[src/rtl/melody_memory_game_if.sv]
// Bus between the keypad/loader side and the melody game core.
// The game core takes the slave modport.
interface melody_memory_game_if #(
    parameter int unsigned NOTE_W = 4,
    parameter int unsigned DEPTH  = 8,
    parameter int unsigned LIVES  = 3
);
    localparam int unsigned LVL_W = $clog2(DEPTH + 1);
    localparam int unsigned LIV_W = $clog2(LIVES + 1);

    logic                     load_en;
    logic [NOTE_W*DEPTH-1:0]  load_data;
    logic                     start;
    logic                     key_valid;
    logic [NOTE_W-1:0]        key_data;
    logic [NOTE_W-1:0]        tone_out;
    logic [NOTE_W-1:0]        led_out;
    logic                     playing;
    logic                     awaiting_input;
    logic                     miss_pulse;
    logic [LVL_W-1:0]         level;
    logic [LVL_W-1:0]         score;
    logic [LIV_W-1:0]         lives_left;
    logic                     game_over;
    logic                     game_win;

    modport master (
        output load_en, load_data, start, key_valid, key_data,
        input  tone_out, led_out, playing, awaiting_input, miss_pulse,
        input  level, score, lives_left, game_over, game_win
    );

    modport slave (
        input  load_en, load_data, start, key_valid, key_data,
        output tone_out, led_out, playing, awaiting_input, miss_pulse,
        output level, score, lives_left, game_over, game_win
    );
endinterface

[src/rtl/melody_memory_game.sv]
// Melody repeat game: plays a growing prefix of a stored melody, then checks the
// player's keypad repetition note by note, tracking lives, score and win/lose.
module melody_memory_game #(
    parameter int unsigned NOTE_W     = 4,
    parameter int unsigned DEPTH      = 8,
    parameter int unsigned START_LEN  = 3,
    parameter int unsigned ON_CYCLES  = 3,
    parameter int unsigned OFF_CYCLES = 2,
    parameter int unsigned LIVES      = 3
) (
    input logic                 clk,
    input logic                 reset,
    melody_memory_game_if.slave bus
);
    localparam int unsigned LVL_W = $clog2(DEPTH + 1);
    localparam int unsigned LIV_W = $clog2(LIVES + 1);
    localparam int unsigned IDX_W = (DEPTH > 1) ? $clog2(DEPTH) : 1;
    localparam int unsigned MAX_C = (ON_CYCLES > OFF_CYCLES) ? ON_CYCLES : OFF_CYCLES;
    localparam int unsigned DUR_W = $clog2(MAX_C + 1);

    typedef enum logic [2:0] {
        StIdle, StPlayOn, StPlayOff, StInput, StEcho, StWin, StLose
    } state_e;

    state_e            state_q;
    logic [NOTE_W-1:0] notes_q [DEPTH];
    logic              loaded_q;
    logic              hit_q;
    logic [IDX_W-1:0]  idx_q;
    logic [DUR_W-1:0]  dur_q;
    logic [NOTE_W-1:0] tone_q;
    logic              playing_q;
    logic              awaiting_q;
    logic              miss_q;
    logic              over_q;
    logic              win_q;
    logic [LVL_W-1:0]  level_q;
    logic [LVL_W-1:0]  score_q;
    logic [LIV_W-1:0]  lives_q;

    logic             idx_last;
    logic             on_done;
    logic             off_done;
    logic [IDX_W-1:0] idx_next;

    always_comb begin
        idx_last = (LVL_W'(idx_q) == level_q - LVL_W'(1));
        on_done  = (dur_q == DUR_W'(ON_CYCLES - 1));
        off_done = (dur_q == DUR_W'(OFF_CYCLES - 1));
        idx_next = idx_q + IDX_W'(1);
    end

    always_ff @(posedge clk or posedge reset) begin
        if (reset) begin
            state_q    <= StIdle;
            for (int k = 0; k < DEPTH; k++) notes_q[k] <= '0;
            loaded_q   <= 1'b0;
            hit_q      <= 1'b0;
            idx_q      <= '0;
            dur_q      <= '0;
            tone_q     <= '0;
            playing_q  <= 1'b0;
            awaiting_q <= 1'b0;
            miss_q     <= 1'b0;
            over_q     <= 1'b0;
            win_q      <= 1'b0;
            level_q    <= '0;
            score_q    <= '0;
            lives_q    <= '0;
        end else begin
            miss_q <= 1'b0;
            case (state_q)
                StIdle, StWin, StLose: begin
                    // A load in the same cycle as start takes priority.
                    if (bus.load_en) begin
                        for (int k = 0; k < DEPTH; k++) begin
                            notes_q[k] <= bus.load_data[k*NOTE_W +: NOTE_W];
                        end
                        loaded_q <= 1'b1;
                    end else if (bus.start && loaded_q) begin
                        level_q   <= LVL_W'(START_LEN);
                        score_q   <= '0;
                        lives_q   <= LIV_W'(LIVES);
                        over_q    <= 1'b0;
                        win_q     <= 1'b0;
                        idx_q     <= '0;
                        dur_q     <= '0;
                        tone_q    <= notes_q[0];
                        playing_q <= 1'b1;
                        state_q   <= StPlayOn;
                    end
                end
                StPlayOn: begin
                    if (on_done) begin
                        dur_q   <= '0;
                        tone_q  <= '0;
                        state_q <= StPlayOff;
                    end else begin
                        dur_q <= dur_q + DUR_W'(1);
                    end
                end
                StPlayOff: begin
                    if (off_done) begin
                        dur_q <= '0;
                        if (idx_last) begin
                            idx_q      <= '0;
                            playing_q  <= 1'b0;
                            awaiting_q <= 1'b1;
                            state_q    <= StInput;
                        end else begin
                            idx_q   <= idx_next;
                            tone_q  <= notes_q[idx_next];
                            state_q <= StPlayOn;
                        end
                    end else begin
                        dur_q <= dur_q + DUR_W'(1);
                    end
                end
                StInput: begin
                    if (bus.key_valid) begin
                        hit_q      <= (bus.key_data == notes_q[idx_q]);
                        tone_q     <= bus.key_data;
                        awaiting_q <= 1'b0;
                        dur_q      <= '0;
                        state_q    <= StEcho;
                    end
                end
                StEcho: begin
                    if (on_done) begin
                        dur_q  <= '0;
                        tone_q <= '0;
                        if (hit_q && !idx_last) begin
                            idx_q      <= idx_next;
                            awaiting_q <= 1'b1;
                            state_q    <= StInput;
                        end else if (hit_q) begin
                            idx_q <= '0;
                            if (score_q < LVL_W'(DEPTH)) score_q <= score_q + LVL_W'(1);
                            if (level_q < LVL_W'(DEPTH)) begin
                                level_q   <= level_q + LVL_W'(1);
                                tone_q    <= notes_q[0];
                                playing_q <= 1'b1;
                                state_q   <= StPlayOn;
                            end else begin
                                win_q   <= 1'b1;
                                state_q <= StWin;
                            end
                        end else begin
                            miss_q <= 1'b1;
                            idx_q  <= '0;
                            if (lives_q <= LIV_W'(1)) begin
                                lives_q <= '0;
                                over_q  <= 1'b1;
                                state_q <= StLose;
                            end else begin
                                lives_q   <= lives_q - LIV_W'(1);
                                tone_q    <= notes_q[0];
                                playing_q <= 1'b1;
                                state_q   <= StPlayOn;
                            end
                        end
                    end else begin
                        dur_q <= dur_q + DUR_W'(1);
                    end
                end
                default: state_q <= StIdle;
            endcase
        end
    end

    assign bus.tone_out       = tone_q;
    assign bus.led_out        = tone_q;
    assign bus.playing        = playing_q;
    assign bus.awaiting_input = awaiting_q;
    assign bus.miss_pulse     = miss_q;
    assign bus.level          = level_q;
    assign bus.score          = score_q;
    assign bus.lives_left     = lives_q;
    assign bus.game_over      = over_q;
    assign bus.game_win       = win_q;
endmodule

[src/flat_wrapper.sv]
// flat-port wrapper written by rule: the top's interface ports become plain ports
module melody_memory_game_flat 
#(
    parameter int unsigned NOTE_W     = 4,
    parameter int unsigned DEPTH      = 8,
    parameter int unsigned START_LEN  = 3,
    parameter int unsigned ON_CYCLES  = 3,
    parameter int unsigned OFF_CYCLES = 2,
    parameter int unsigned LIVES      = 3
)
  (clk, reset, bus_load_en, bus_load_data, bus_start, bus_key_valid, bus_key_data, bus_tone_out, bus_led_out, bus_playing, bus_awaiting_input, bus_miss_pulse, bus_level, bus_score, bus_lives_left, bus_game_over, bus_game_win);
  melody_memory_game_if #(.NOTE_W(NOTE_W), .DEPTH(DEPTH), .LIVES(LIVES)) bus_i ();
  input logic clk;
  input logic reset;
  input wire logic [$bits(bus_i.load_en)-1:0] bus_load_en;
  input wire logic [$bits(bus_i.load_data)-1:0] bus_load_data;
  input wire logic [$bits(bus_i.start)-1:0] bus_start;
  input wire logic [$bits(bus_i.key_valid)-1:0] bus_key_valid;
  input wire logic [$bits(bus_i.key_data)-1:0] bus_key_data;
  output wire logic [$bits(bus_i.tone_out)-1:0] bus_tone_out;
  output wire logic [$bits(bus_i.led_out)-1:0] bus_led_out;
  output wire logic [$bits(bus_i.playing)-1:0] bus_playing;
  output wire logic [$bits(bus_i.awaiting_input)-1:0] bus_awaiting_input;
  output wire logic [$bits(bus_i.miss_pulse)-1:0] bus_miss_pulse;
  output wire logic [$bits(bus_i.level)-1:0] bus_level;
  output wire logic [$bits(bus_i.score)-1:0] bus_score;
  output wire logic [$bits(bus_i.lives_left)-1:0] bus_lives_left;
  output wire logic [$bits(bus_i.game_over)-1:0] bus_game_over;
  output wire logic [$bits(bus_i.game_win)-1:0] bus_game_win;
  assign bus_i.load_en = bus_load_en;
  assign bus_i.load_data = bus_load_data;
  assign bus_i.start = bus_start;
  assign bus_i.key_valid = bus_key_valid;
  assign bus_i.key_data = bus_key_data;
  assign bus_tone_out = bus_i.tone_out;
  assign bus_led_out = bus_i.led_out;
  assign bus_playing = bus_i.playing;
  assign bus_awaiting_input = bus_i.awaiting_input;
  assign bus_miss_pulse = bus_i.miss_pulse;
  assign bus_level = bus_i.level;
  assign bus_score = bus_i.score;
  assign bus_lives_left = bus_i.lives_left;
  assign bus_game_over = bus_i.game_over;
  assign bus_game_win = bus_i.game_win;
  melody_memory_game #(.NOTE_W(NOTE_W), .DEPTH(DEPTH), .START_LEN(START_LEN), .ON_CYCLES(ON_CYCLES), .OFF_CYCLES(OFF_CYCLES), .LIVES(LIVES)) u_core (.clk(clk), .reset(reset), .bus(bus_i));
endmodule
[config.mk]
export PLATFORM = sky130hd
export DESIGN_NAME = melody_memory_game_flat
export DESIGN_NICKNAME = d
export VERILOG_FILES = /design/src/rtl/melody_memory_game_if.sv /design/src/rtl/melody_memory_game.sv /design/src/flat_wrapper.sv
export SDC_FILE = /design/constraint.sdc
export NUM_CORES = 1
export LEC_CHECK = 0
export CORE_ASPECT_RATIO = 0.9
export CORE_MARGIN = 2
export CORE_UTILIZATION = 50
export DETAILED_ROUTE_END_ITERATION = 7
export MAX_ROUTING_LAYER = met4
export PLACE_DENSITY = 0.76
export SLEW_MARGIN = 25
export SYNTH_ARGS = -nofsm -noshare
export SYNTH_HDL_FRONTEND = slang
export SYNTH_SLANG_ARGS = --single-unit
export TNS_END_PERCENT = 100
[constraint.sdc]
create_clock -name clk -period 3.7 [get_ports clk]
set_input_delay 0.74 -clock clk [delete_from_list [all_inputs] [get_ports clk]]
set_output_delay 0.74 -clock clk [all_outputs]
set_load 0.02 [all_outputs]
==> summary.txt <==
Run status
  • Status: finished, final reports clean

Timing
  • Fin crit period: around 2.9 ns
  • Max Clock Freq: 349 MHz
  • Fin. Hold Viols: 0
  • Clock skew: about 0.0066 ns
  • Final slew viol count: 0
  • Period utilization: 77.5%
  • RSZ-0062 raised after global routing: false
  • Worst-margin pin slew: a little over 0.9 ns
  • Max-slew headroom: around 37%
  • Setup tns final: 0 ns
  • Final setup fails: 0

Yosys
  • Xor/xnor share of the synthesized area: ~2.7%
  • Synth Cell Area: 3670 sq um
  • Post-Synthesis Cells: 334
  • Fraction of registers with async set/reset: 100%
  • Synth Area in Adders: 1.37%
  • Yosys cell types: 54
  • Mapped Nets: approximately 380
  • Multiplexer share of the synthesized area: 21.6%
  • Post-synth EDFFs: 0
  • #FFs+latches synth: 61
  • Post-synthesis compound-gate area fraction: 14.0%
  • Register area share after synthesis: 41.6%
  • Fraction of the mapped netlist area in simple logic gates: between 10% and 20%
  • YS warnings: 0
  • Synth Area per Inst: around 11 sq um
  • Largest family of logic cells by synthesized area: multiplexers
  • Top_reg_cell synth: dfrtp_1

Clock tree
  • Clk pin slew, worst setup/hold paths: 0.07 ns
  • Clk_lat worst skew: 0.34 ns
  • H-tree Lvls: 3
  • CTS Sinks: 61
  • CTS tree: done
  • CTS Hold Bufs: 0
  • CTS Root Cell: clkbuf_8
  • Post-CTS Resized: 0
  • Num CTS Buffers: 9
  • CTS Buffer Depth: 2
  • Post-CTS Setup Repair Bufs: 0

Drt
  • Drt first pass iters: 4
  • 1st-iter DRT viols: 226
  • Routed WL: between 8000 and 9000 um
  • Via-to-Cell Ratio: 5.94
  • Avg WL per Cell: 17.5 um
  • Overall via count from detail_route: 2899
  • Antenna Nets Post-Route: 0
  • DRC Markers: 0

Floorplanning
  • Std cell rows: 29
  • I/O pin count: 64
  • Die W: 94.3 um
  • Initial Utilization: about half
  • Core Region: 7080 sq um
  • Die H: 85.2 um
  • Total die area: approximately 8000 sq um

Final layout
  • Core Util, Final: approximately 64%
  • Syn-to-layout area delta: 23.6%
  • Nets: roughly 440
  • Post-route cell area: 4530 sq um
  • Commonest non-fill, non-tap cell in the layout: clkdlybuf4s50_1
  • Share of layout cells above drive strength 1: 19.7%
  • N_diodes: 0
  • Post-route insts no fill: 488
  • Most frequent cells in the layout: 63 x clkdlybuf4s50_1, 61 x dfrtp_1, 34 x mux2_2, 27 x o21ai_0, 23 x nand2_1

Place
  • Post-Place Cells: 472
  • Port bufs: 63
  • DPL Wire Length: 6300 um
  • Area after DPL: about 4300 sq um
  • Final RePlAce weighted congestion: between 0.9 and 1

Global routing
  • Largest net degree at the start of global routing: 34
  • Antenna violations before repair: 0
  • Vias in the first global route: between 2000 and 3000
  • Overall Global Routing Usage: 23.6%
  • GRT overflow: 0
  • First-pass GRT wire length: 14300 um

Setup path
  • Cell count of the worst reg-to-reg path: 7
  • Worst path max stage delay: roughly 0.65 ns
  • Worst r2r src: u_core.idx_q[1]$_DFFE_PP0P_
  • Setup crit start kind: flip-flop
  • Critical path cell sequence: ha_1, mux4_2, nor2b_1, a211oi_1, nor3_1, or3_1, o211a_1
  • Buf+Inv Stages, Crit Path: 0
  • CP required: 3.93 ns
  • Crit Reg-Reg Endpoint: u_core.bus.led_out[3]$_DFFE_PP0P_
  • Crit end category: flip-flop
  • R2R setup slack: 0.83 ns
  • WS Path Type: flip-flop to flip-flop
  • CP max stage cell: ha_1
  • Worst EP arrival: roughly 3.1 ns
  • Critical Path Fanout Max: 11
  • Delay-heaviest family, CP: adder cells

Worst hold path
  • Worst hold endpoint: u_core.loaded_q$_DFFE_PP0P_
  • Worst hold start: u_core.loaded_q$_DFFE_PP0P_
  • Hold Path Class: flip-flop to flip-flop
  • Worst Hold Depth: 1

Pwr
  • Cell Pwr Density: ~930 nW/um^2
  • Cell Int Power: 0.00252 W
  • Static leakage: between 1.5 and 2 nW
  • Worst VDD drop: ~0.42 mV
  • Switching share of power: between 30% and 40%
  • Comb power frac: around 52%
  • Sequential cell fraction of total power: 32.2%
  • Total power: 0.00420 W
  • Net Sw Power: 0.00168 W
  • Clk pwr share: between 10% and 20%

Flow run
  • Max-cap violations: 0
[area by class of cell]
type | count | area [sq um]
Fill cell | 561 | 2540
Clock buffer | 12 | 155
Inverter | 7 | 26.3
Clock inverter | 4 | 70.1
Sequential cell | 61 | 1530
Tap cell | 93 | 116
Multi-Input combinational cell | 244 | 1980
Timing Repair Buffer | 67 | 661
[power groups by stage]
stage          Clock (W)  Sequential (W)  Combinational (W)
3_3_place_gp           0         0.00134            0.00210
5_1_grt         0.000719         0.00140            0.00238
2_1_floorplan          0         0.00122            0.00176
4_1_cts         0.000685         0.00134            0.00217
3_5_place_dp           0         0.00136            0.00216
6_report        0.000677         0.00135            0.00217
[worst max path at each step]
| stage | depth (start not counted) | startpoint | slack, ns | endpoint |
|---|---|---|---|---|
| after CTS | 7 | u_core.idx_q[1]$_DFFE_PP0P_ | 0.83 | u_core.bus.led_out[2]$_DFFE_PP0P_ |
| after detailed placement | 7 | u_core.idx_q[1]$_DFFE_PP0P_ | 0.85 | u_core.bus.led_out[2]$_DFFE_PP0P_ |
| after global routing | 7 | u_core.idx_q[1]$_DFFE_PP0P_ | 0.60 | u_core.bus.led_out[3]$_DFFE_PP0P_ |
| final | 7 | u_core.idx_q[1]$_DFFE_PP0P_ | 0.83 | u_core.bus.led_out[3]$_DFFE_PP0P_ |
| after global placement | 7 | u_core.idx_q[1]$_DFFE_PP0P_ | 0.89 | u_core.bus.led_out[3]$_DFFE_PP0P_ |
| after floorplan | 8 | u_core.idx_q[0]$_DFFE_PP0P_ | 1.44 | u_core.bus.led_out[0]$_DFFE_PP0P_ |
[cell families (layout without fill, tap and decap cells)]
group	Yosys count	after routing
flops	61	61
simple gates	98	98
xor+xnor	9	9
buf+inv	29	90
mux	55	55
compound gates	78	78
fa+ha+maj	4	4
[registers in the layout, summed over array words and instances (netlist names)]
signal / count
u_core.bus.miss_pulse: 1
u_core.bus.game_win: 1
u_core.bus.score: 4
u_core.bus.lives_left: 2
u_core.bus.game_over: 1
u_core.bus.awaiting_input: 1
u_core.state_q: 3
u_core.dur_q: 2
u_core.bus.playing: 1
u_core.bus.led_out: 4
u_core.idx_q: 3
u_core.notes_q: 32
u_core.hit_q: 1
u_core.bus.level: 4
u_core.loaded_q: 1
[layer usage]
metal / vias to the layer above / track usage [%] / part of all wire [%]
met3: 11 / 4.97 / 6.9
met5: - / - / 0
met1: 1417 / 32.6 / 44
met4: 0 / 9.22 / 1.4
met2: 120 / 34.4 / 47
li1: 1351 / - / -
[Yosys cell counts (all sizes together), types with 9 or more instances]
library cell,instances,area share (%)
nor3,9,1.4
nor2b,15,2.6
buf,18,3.3
mux2,34,10
a21oi,20,2.7
dfrtp,61,42
nor2,16,1.6
o21ai,27,3.7
nand2b,9,1.5
mux4,16,9.8
nand3,11,1.6
nand2,23,2.4
[through the flow]
stage / setup slack [ns] / hold WS, ns
floorplan: 1.44 / 0.435
global placement: 0.894 / 0.477
detailed placement: 0.846 / 0.481
CTS: 0.829 / 0.498
global route: 0.599 / 0.504
finish: 0.832 / 0.488
(Power assumes the default switching activity.)
